File: src/rtl/mem_arbiter.sv
// mem_arbiter: shares one simple dual-port block RAM (one write port, one read
// port, 1-cycle read latency) between requester 0 (CPU) and requester 1 (video).
// Write-port and read-port arbitration are independent each cycle, so one
// requester may write while the other reads. Same-address read/write in one
// cycle is resolved write-first by withholding the read for that cycle.
//
// Configuration macro: MEM_ARB_VIDEO_PRIO_EN
//   defined   - requester 1 wins both ports on contention (no pointers)
//   undefined - per-port round-robin using wptr / rptr
//
// Ports:
//   clk, resetn                 clock, asynchronous active-low reset
//   rN_req/we/addr/wdata        requester N request (held until rN_gnt)
//   rN_gnt                      single-cycle combinational grant
//   rN_rvalid                   read data valid, one cycle after a read grant
//   rdata                       shared read data (mem_dout pass-through)
//   mem_cea/mem_ada/mem_din     RAM write port
//   mem_ceb/mem_adb             RAM read port
//   mem_oce                     RAM output enable, tied high
//   mem_dout                    RAM read data
module mem_arbiter #(
  parameter int unsigned ADDR_W = 13,
  parameter int unsigned DATA_W = 16
) (
  input  logic              clk,
  input  logic              resetn,
  input  logic              r0_req,
  input  logic              r0_we,
  input  logic [ADDR_W-1:0] r0_addr,
  input  logic [DATA_W-1:0] r0_wdata,
  output logic              r0_gnt,
  output logic              r0_rvalid,
  input  logic              r1_req,
  input  logic              r1_we,
  input  logic [ADDR_W-1:0] r1_addr,
  input  logic [DATA_W-1:0] r1_wdata,
  output logic              r1_gnt,
  output logic              r1_rvalid,
  output logic [DATA_W-1:0] rdata,
  output logic              mem_cea,
  output logic [ADDR_W-1:0] mem_ada,
  output logic [DATA_W-1:0] mem_din,
  output logic              mem_ceb,
  output logic [ADDR_W-1:0] mem_adb,
  output logic              mem_oce,
  input  logic [DATA_W-1:0] mem_dout
);

  // Candidate and winner signals; a winner select of 1 means requester 1.
  logic              w_cand0, w_cand1, r_cand0, r_cand1;
  logic              w_any, r_any;
  logic              w_sel, r_sel;
  logic [ADDR_W-1:0] w_addr, r_addr;
  logic [DATA_W-1:0] w_data;
  logic              collision;
  logic              w_go, r_go;

  // Outstanding read: set in the grant cycle, drives rvalid the next cycle.
  logic              pending;
  logic              pending_id;

`ifndef MEM_ARB_VIDEO_PRIO_EN
  logic              wptr;
  logic              rptr;
`endif

  // Candidate selection and collision detection. Grants are suppressed
  // while resetn is low so nothing reaches the RAM during reset.
  always_comb begin
    w_cand0 = resetn & r0_req & r0_we;
    w_cand1 = resetn & r1_req & r1_we;
    r_cand0 = resetn & r0_req & ~r0_we;
    r_cand1 = resetn & r1_req & ~r1_we;
    w_any   = w_cand0 | w_cand1;
    r_any   = r_cand0 | r_cand1;

`ifdef MEM_ARB_VIDEO_PRIO_EN
    // Requester 1 wins whenever it is a candidate.
    w_sel = w_cand1;
    r_sel = r_cand1;
`else
    // Pointer decides only under contention; otherwise the lone candidate wins.
    w_sel = (w_cand0 & w_cand1) ? wptr : w_cand1;
    r_sel = (r_cand0 & r_cand1) ? rptr : r_cand1;
`endif

    w_addr = w_sel ? r1_addr  : r0_addr;
    w_data = w_sel ? r1_wdata : r0_wdata;
    r_addr = r_sel ? r1_addr  : r0_addr;

    // Write-first: a same-address read waits one cycle, after the write lands.
    collision = w_any & r_any & (w_addr == r_addr);
    w_go      = w_any;
    r_go      = r_any & ~collision;
  end

  // Grant and RAM port drive; idle ports present zero address/data.
  always_comb begin
    r0_gnt  = 1'b0;
    r1_gnt  = 1'b0;
    mem_cea = 1'b0;
    mem_ada = '0;
    mem_din = '0;
    mem_ceb = 1'b0;
    mem_adb = '0;

    if (w_go) begin
      mem_cea = 1'b1;
      mem_ada = w_addr;
      mem_din = w_data;
      if (w_sel) begin
        r1_gnt = 1'b1;
      end else begin
        r0_gnt = 1'b1;
      end
    end

    if (r_go) begin
      mem_ceb = 1'b1;
      mem_adb = r_addr;
      if (r_sel) begin
        r1_gnt = 1'b1;
      end else begin
        r0_gnt = 1'b1;
      end
    end
  end

  // Read response path: RAM output is passed straight through.
  assign rdata     = mem_dout;
  assign mem_oce   = 1'b1;
  assign r0_rvalid = pending & ~pending_id;
  assign r1_rvalid = pending & pending_id;

  // Pending read tracking; reset drops any read in flight.
  always_ff @(posedge clk or negedge resetn) begin
    if (!resetn) begin
      pending    <= 1'b0;
      pending_id <= 1'b0;
    end else begin
      pending <= r_go;
      if (r_go) begin
        pending_id <= r_sel;
      end
    end
  end

`ifdef MEM_ARB_VIDEO_PRIO_EN
`else
  // Round-robin pointers: after a grant, favour the other requester.
  // A withheld read does not move rptr.
  always_ff @(posedge clk or negedge resetn) begin
    if (!resetn) begin
      wptr <= 1'b0;
      rptr <= 1'b0;
    end else begin
      if (w_go) begin
        wptr <= ~w_sel;
      end
      if (r_go) begin
        rptr <= ~r_sel;
      end
    end
  end
`endif

endmodule
File: config.mk
export PLATFORM = sky130hd
export DESIGN_NAME = mem_arbiter
export DESIGN_NICKNAME = d
export VERILOG_FILES = /design/src/rtl/mem_arbiter.sv
export SDC_FILE = /design/constraint.sdc
export NUM_CORES = 1
export LEC_CHECK = 0
export CORE_ASPECT_RATIO = 2
export CORE_MARGIN = 1.5
export CORE_UTILIZATION = 26
export DETAILED_ROUTE_END_ITERATION = 12
export PLACE_DENSITY = 0.89
export SLEW_MARGIN = 30
export SYNTH_ARGS = -nofsm -noshare
export SYNTH_HDL_FRONTEND = slang
export SYNTH_SLANG_ARGS = --single-unit
export TNS_END_PERCENT = 1
File: constraint.sdc
create_clock -name clk -period 2.37 [get_ports clk]
set_input_delay 0.474 -clock clk [delete_from_list [all_inputs] [get_ports clk]]
set_output_delay 0.474 -clock clk [all_outputs]
set_load 0.01 [all_outputs]
==> run metrics, run 1 <==
status finished, violations left; failing checks negative setup slack; first-pass detailed-route iteration total 4; core area 4340 µm²; Top Metal Used met4; most frequent cells in the layout buf_4, clkdlybuf4s50_1, nand2_1; CTS sink cnt 4; clock skew 0.00667 ns; max cap viols 0; HP Class primary input to async pin; share of cells above drive strength 1 0.435; worst vdd rail ir drop 0.178 mV; vias per cell 5.06; initial antenna violation count 0; Post-synth ARST share 1.00; Yosys reg bits 4; Max stage delay on crit path 0.27 ns; FF-to-FF Start wptr; Final ANT Viol Nets 0; setup TNS -0.539 ns; PnR worst setup slack -0.0952 ns; Synth Instances 163; port buffer count 111; Post-synth EDFFs 0; number of placed I/O pins 145; critical path arrival 1.99 ns; Util after Layout 0.581; clk_lat worst skew 0.22 ns; WL per Instance 15.1 µm; WL final 5350 µm; Die Area 4920 µm²; Syn Nets 243; Crit Path Max Fanout 5; GP Congestion 0.845; drt first-iter violations 33; grt total ovfl 0; Initial Util 0.269; first-pass GRT wire length 8660 µm; CP bufs+invs 5; Die W 50.4 µm; endpoints failing hold 0; DRC violations left 0; Most used DFF post-synth dfrtp_1; Reg-to-Reg End pending; CTS H-tree lvls 1; fin crit share 1.04; largest net degree at the start of global routing 18; GR Util All Layers 0.225; Cell Rows 34; Max clock buf depth 2; # fillers 405; Max Clk Rate 0.406 GHz; type of the worst setup path primary input to output port; RSZ-0062 raised after global routing yes; clock-pin transition on the worst setup and hold timing paths 0.04 ns; CP Launch Type primary input; cell area after synthesis 1170 µm²; crit path time final 2.47 ns; flop2flop setup slack 0.89 ns; Detail Placement HPWL 4130 µm; TritonCTS clock tree yes; Yosys warnings 0; synthesized area per cell 7.15 µm²; most common cell after layout, fill and taps aside buf_4; met2 WL 3070 µm; fin nets 383; vias 1798; CP endpoint kind output port; ANT cells 0; area grow syn2layout 116%; Slowest-stage cell, CP dlygate4sd2_1; Post-Route M1 WL 1630 µm; Cell Chain, Critical Path dlygate4sd2_1 -> and3_4 -> o21a_4 -> or2_4 -> a21oi_2 -> buf_6 -> buf_6 -> buf_6 -> nor3_2 -> buf_2; worst path required time 1.90 ns; R2R cell count 6; CP dominant cell by count buf_6; CP top delay family buffers and inverters; Hold Buf Count CTS 0; PD cells 271 nW/µm²; final slew viol count 0; synth unique cells 35; Static Leak 1.25 nW; TritonCTS Buffers 3; Die H 97.7 µm; root buf cell clkbuf_8; met3 wire len 396 µm; register area share after synthesis 0.0858; via count of the first global-routing pass 1965; # setup viols final 16
## per-stage QoR
stage	worst slack, ns	area, µm²	hold slack, ns	power [mW]	instances
floorplan	0.199	1170	0.178	0.280	163
global placement	-0.771	2500	0.481	0.536	343
detailed placement	-0.735	2500	0.488	0.544	343
CTS	-0.0744	2580	0.356	0.687	354
global route	-0.161	2520	0.235	0.725	355
finish	-0.0952	2520	0.216	0.683	355
## synth_stat cells (2+ instances only)
cell type  count  area share
nand2_1       30       0.097
a21oi_1       14       0.060
xor2_1        13       0.098
a22o_1        16        0.12
nor2_1         4       0.013
dfrtp_1        4       0.086
nor3_2         9       0.077
o21a_1         2       0.013
nand2b_1       2       0.011
nor4_1         2       0.011
mux2i_1       13        0.11
nor2b_1        2       0.011
buf_4         19        0.12
nor3_1         5       0.021
o21ai_1        2      0.0086
and3_1         2       0.011
clkbuf_1       6       0.019
## layout make-up
cell class,count,area (µm²),share of cell area
repair buffers,162,1330,0.529
flip-flops and latches,4,100,0.0397
multi-input cells,130,972,0.386
inverters,2,7.51,0.00298
well taps,54,67.6,0.0268
clock buffers,3,41.3,0.0164
## sequential cells by signal (all words and copies together), names as in the netlist
signal / flops
rptr: 1
pending: 1
wptr: 1
pending_id: 1
## metal layers
metal,vias to the layer above,global-route usage
li1,838,-
met5,-,0
met2,102,0.460
met1,831,0.188
met3,27,0.0354
met4,0,0.121
## where the power goes
part	internal, mW	switching, mW	total [mW]
clock network	0.109	0.0405	0.149
logic	0.247	0.194	0.442
registers	0.0810	0.0112	0.0922
## timing repair
action	in CTS	in global routing
pin swaps	16	12
setup buffers	7	1
cloned	2	0
endpoints found under the setup margin	46	36
gates resized for setup	214	36
## worst reg2reg max path, stage by stage, from the launching register on
cell and delay, ns:
dfrtp_1 0.41, o21a_4 0.25, or2_4 0.25, a21oi_2 0.17, buf_4 0.13, buf_6 0.11
nor2_2 0.04
## logic make-up after synthesis
family / Yosys count / synth area share
other: 1 / 0.00322
DFF: 4 / 0.0858
and+or+nand+nor: 60 / 0.275
buffers and inverters: 29 / 0.156
muxes: 13 / 0.112
xor gates and xnor gates: 13 / 0.0976
AOI/OAI and AO/OA: 43 / 0.271
## how the worst max path moves through the flow
| stage | depth (start not counted) | startpoint | slack, ns | to |
|---|---|---|---|---|
| 4_1_cts | 10 | r1_req | -0.07 | mem_adb[10] |
| 3_3_place_gp | 8 | r0_addr[1] | -0.77 | mem_adb[0] |
| 2_1_floorplan | 6 | r0_req | 0.20 | mem_adb[10] |
| 6_report | 10 | r1_req | -0.1 | mem_adb[10] |
| 5_1_grt | 11 | r0_addr[6] | -0.16 | mem_adb[10] |
| 3_5_place_dp | 8 | r0_req | -0.73 | mem_adb[0] |
(Power assumes the default switching activity.)
==> inputs of run 2 (changes only) <==
Settings changed: REMOVE_ABC_BUFFERS set to 1.
==> run 2 against run 1 <==
Compared with the run above: via count rose by 2.4%; the flow still finishes with violations (negative setup slack); highest routed layer unchanged; core utilization up 2.9 points; first-iteration DRC count down 27%; critical path type unchanged; global-route usage up 1.6 points; wire length rose by 8.3%.
==> run metrics, run 2 (same netlist as run 1, synthesis figures left out) <==
initial antenna violation count 0; type of the worst setup path primary input to output port; RSZ-0062 raised after global routing yes; Hold Buf Count CTS 0; Total Power 718 µW; Util after Layout 0.610; Die W 50.4 µm; vias 1841; endpoints failing hold 0; failing checks negative setup slack; WL per Instance 15.8 µm; Net Sw Frac 0.358; flop2flop setup slack 0.69 ns; clock-pin transition on the worst setup and hold timing paths 0.04 ns; clock skew 0.00263 ns; PnR worst setup slack -0.136 ns; worst vdd rail ir drop 0.253 mV; DRC violations left 0; most common cell after layout, fill and taps aside buf_4; # fillers 395; area grow syn2layout 127%; GP Congestion 0.813; Post-Layout Cell Count 366; max cap viols 0; share of cells above drive strength 1 0.458; TritonCTS clock tree yes; Crit Path Max Fanout 5; fin nets 394; GR Util All Layers 0.240; Max clock buf depth 2; Seq. cell area 100 µm²; crit path time final 2.51 ns; via count of the first global-routing pass 1967; worst path required time 1.90 ns; vias per cell 5.03; first-pass detailed-route iteration total 4; port buffer count 111; dpl cells 342; root buf cell clkbuf_8; Initial Util 0.269; Cell Rows 34; most frequent cells in the layout buf_4, buf_2, clkdlybuf4s50_1; area occupied by multi-input gates 971 µm²; clk_lat worst skew 0.23 ns; CP endpoint kind output port; grt total ovfl 0; Int Pwr 461 µW; critical path arrival 2.03 ns; Static Leak 1.31 nW; core area 4340 µm²; CTS sink cnt 4; first-pass GRT wire length 9120 µm; FF-to-FF Start rptr; setup TNS -1.61 ns; Final ANT Viol Nets 0; TritonCTS Buffers 3; combinational power share 0.661; switching power 257 µW; final slew viol count 0; status finished, violations left; R2R cell count 8; Detail Placement HPWL 4370 µm; Reg-to-Reg End pending_id; # setup viols final 16; PD cells 271 nW/µm²; largest net degree at the start of global routing 20; Die Area 4920 µm²; Seq pwr share 0.125; Clock Power Share 0.214; HP Class primary input to async pin; Die H 97.7 µm; ANT cells 0; WL final 5790 µm; number of placed I/O pins 145; fin crit share 1.06; drt first-iter violations 24; Max Clk Rate 0.399 GHz; CP Launch Type primary input; CTS H-tree lvls 1
[run 2: changes by cell type in the layout (fill, tap and decap cells not counted), sizes merged]
| cell | delta |
|---|---|
| clkbuf | -13 |
| clkdlybuf4s15 | +5 |
| clkdlybuf4s50 | +1 |
| dlymetal6s2s | -1 |
| dlygate4sd2 | -7 |
| buf | +25 |
| bufbuf | +1 |
[run 2: metal layers]
layer | global-route usage | vias to the layer above | wire length (µm)
met4 | 0.0665 | 0 | 113
met2 | 0.461 | 123 | 3250
met1 | 0.236 | 848 | 1970
met5 | 0.0222 | - | 0
met3 | 0.0708 | 9 | 462
li1 | - | 861 | -
[run 2: through the flow]
step | setup WS, ns | hold WS, ns | area, µm²
2_1_floorplan | -0.254 | 0.178 | 992
3_3_place_gp | -0.944 | 0.481 | 2510
3_5_place_dp | -0.994 | 0.482 | 2510
4_1_cts | -0.184 | 0.290 | 2630
5_1_grt | -0.241 | 0.172 | 2650
6_report | -0.136 | 0.163 | 2650
[run 2: what timing repair did]
| action | in CTS | in global routing |
|---|---|---|
| pin swaps | 19 | 3 |
| hold endpoints to repair | 0 | 0 |
| setup buffers | 16 | 3 |
| resized for setup | 248 | 15 |
| cloned | 2 | 0 |
| endpoints found under the setup margin | 46 | 39 |
[run 2: area by class of cell]
type | instances | area share
repair buffers | 173 | 0.552
multi-input cells | 130 | 0.367
flip-flops and latches | 4 | 0.0378
well taps | 54 | 0.0255
clock buffers | 3 | 0.0156
inverters | 2 | 0.00283
[run 2: worst max-delay path by stage]
stage / endpoint / from / slack (ns) / depth (start not counted)
after global routing: mem_adb[10] / r1_addr[10] / -0.24 / 10
after CTS: mem_adb[2] / r1_addr[10] / -0.18 / 10
after global placement: mem_din[3] / r1_req / -0.94 / 6
after floorplan: mem_adb[0] / r0_req / -0.25 / 3
after detailed placement: mem_din[14] / r1_req / -0.99 / 6
final: mem_adb[10] / r1_addr[4] / -0.14 / 9
[run 2: critical path: stages]
cell and delay, ns:
buf_2 0.11, xor2_1 0.16, nor4_2 0.33, nand4_1 0.25
a21oi_4 0.26, buf_6 0.14, buf_16 0.11, nor3_2 0.04
buf_2 0.14
[run 2: power by group through the flow]
stage                     registers [mW]  clock network, mW  logic (mW)
after floorplan                   0.0892                  0       0.156
after detailed placement          0.0899                  0       0.462
after global placement            0.0892                  0       0.454
after global routing              0.0913              0.159       0.511
final                             0.0898              0.153       0.475
after CTS                         0.0889              0.157       0.468
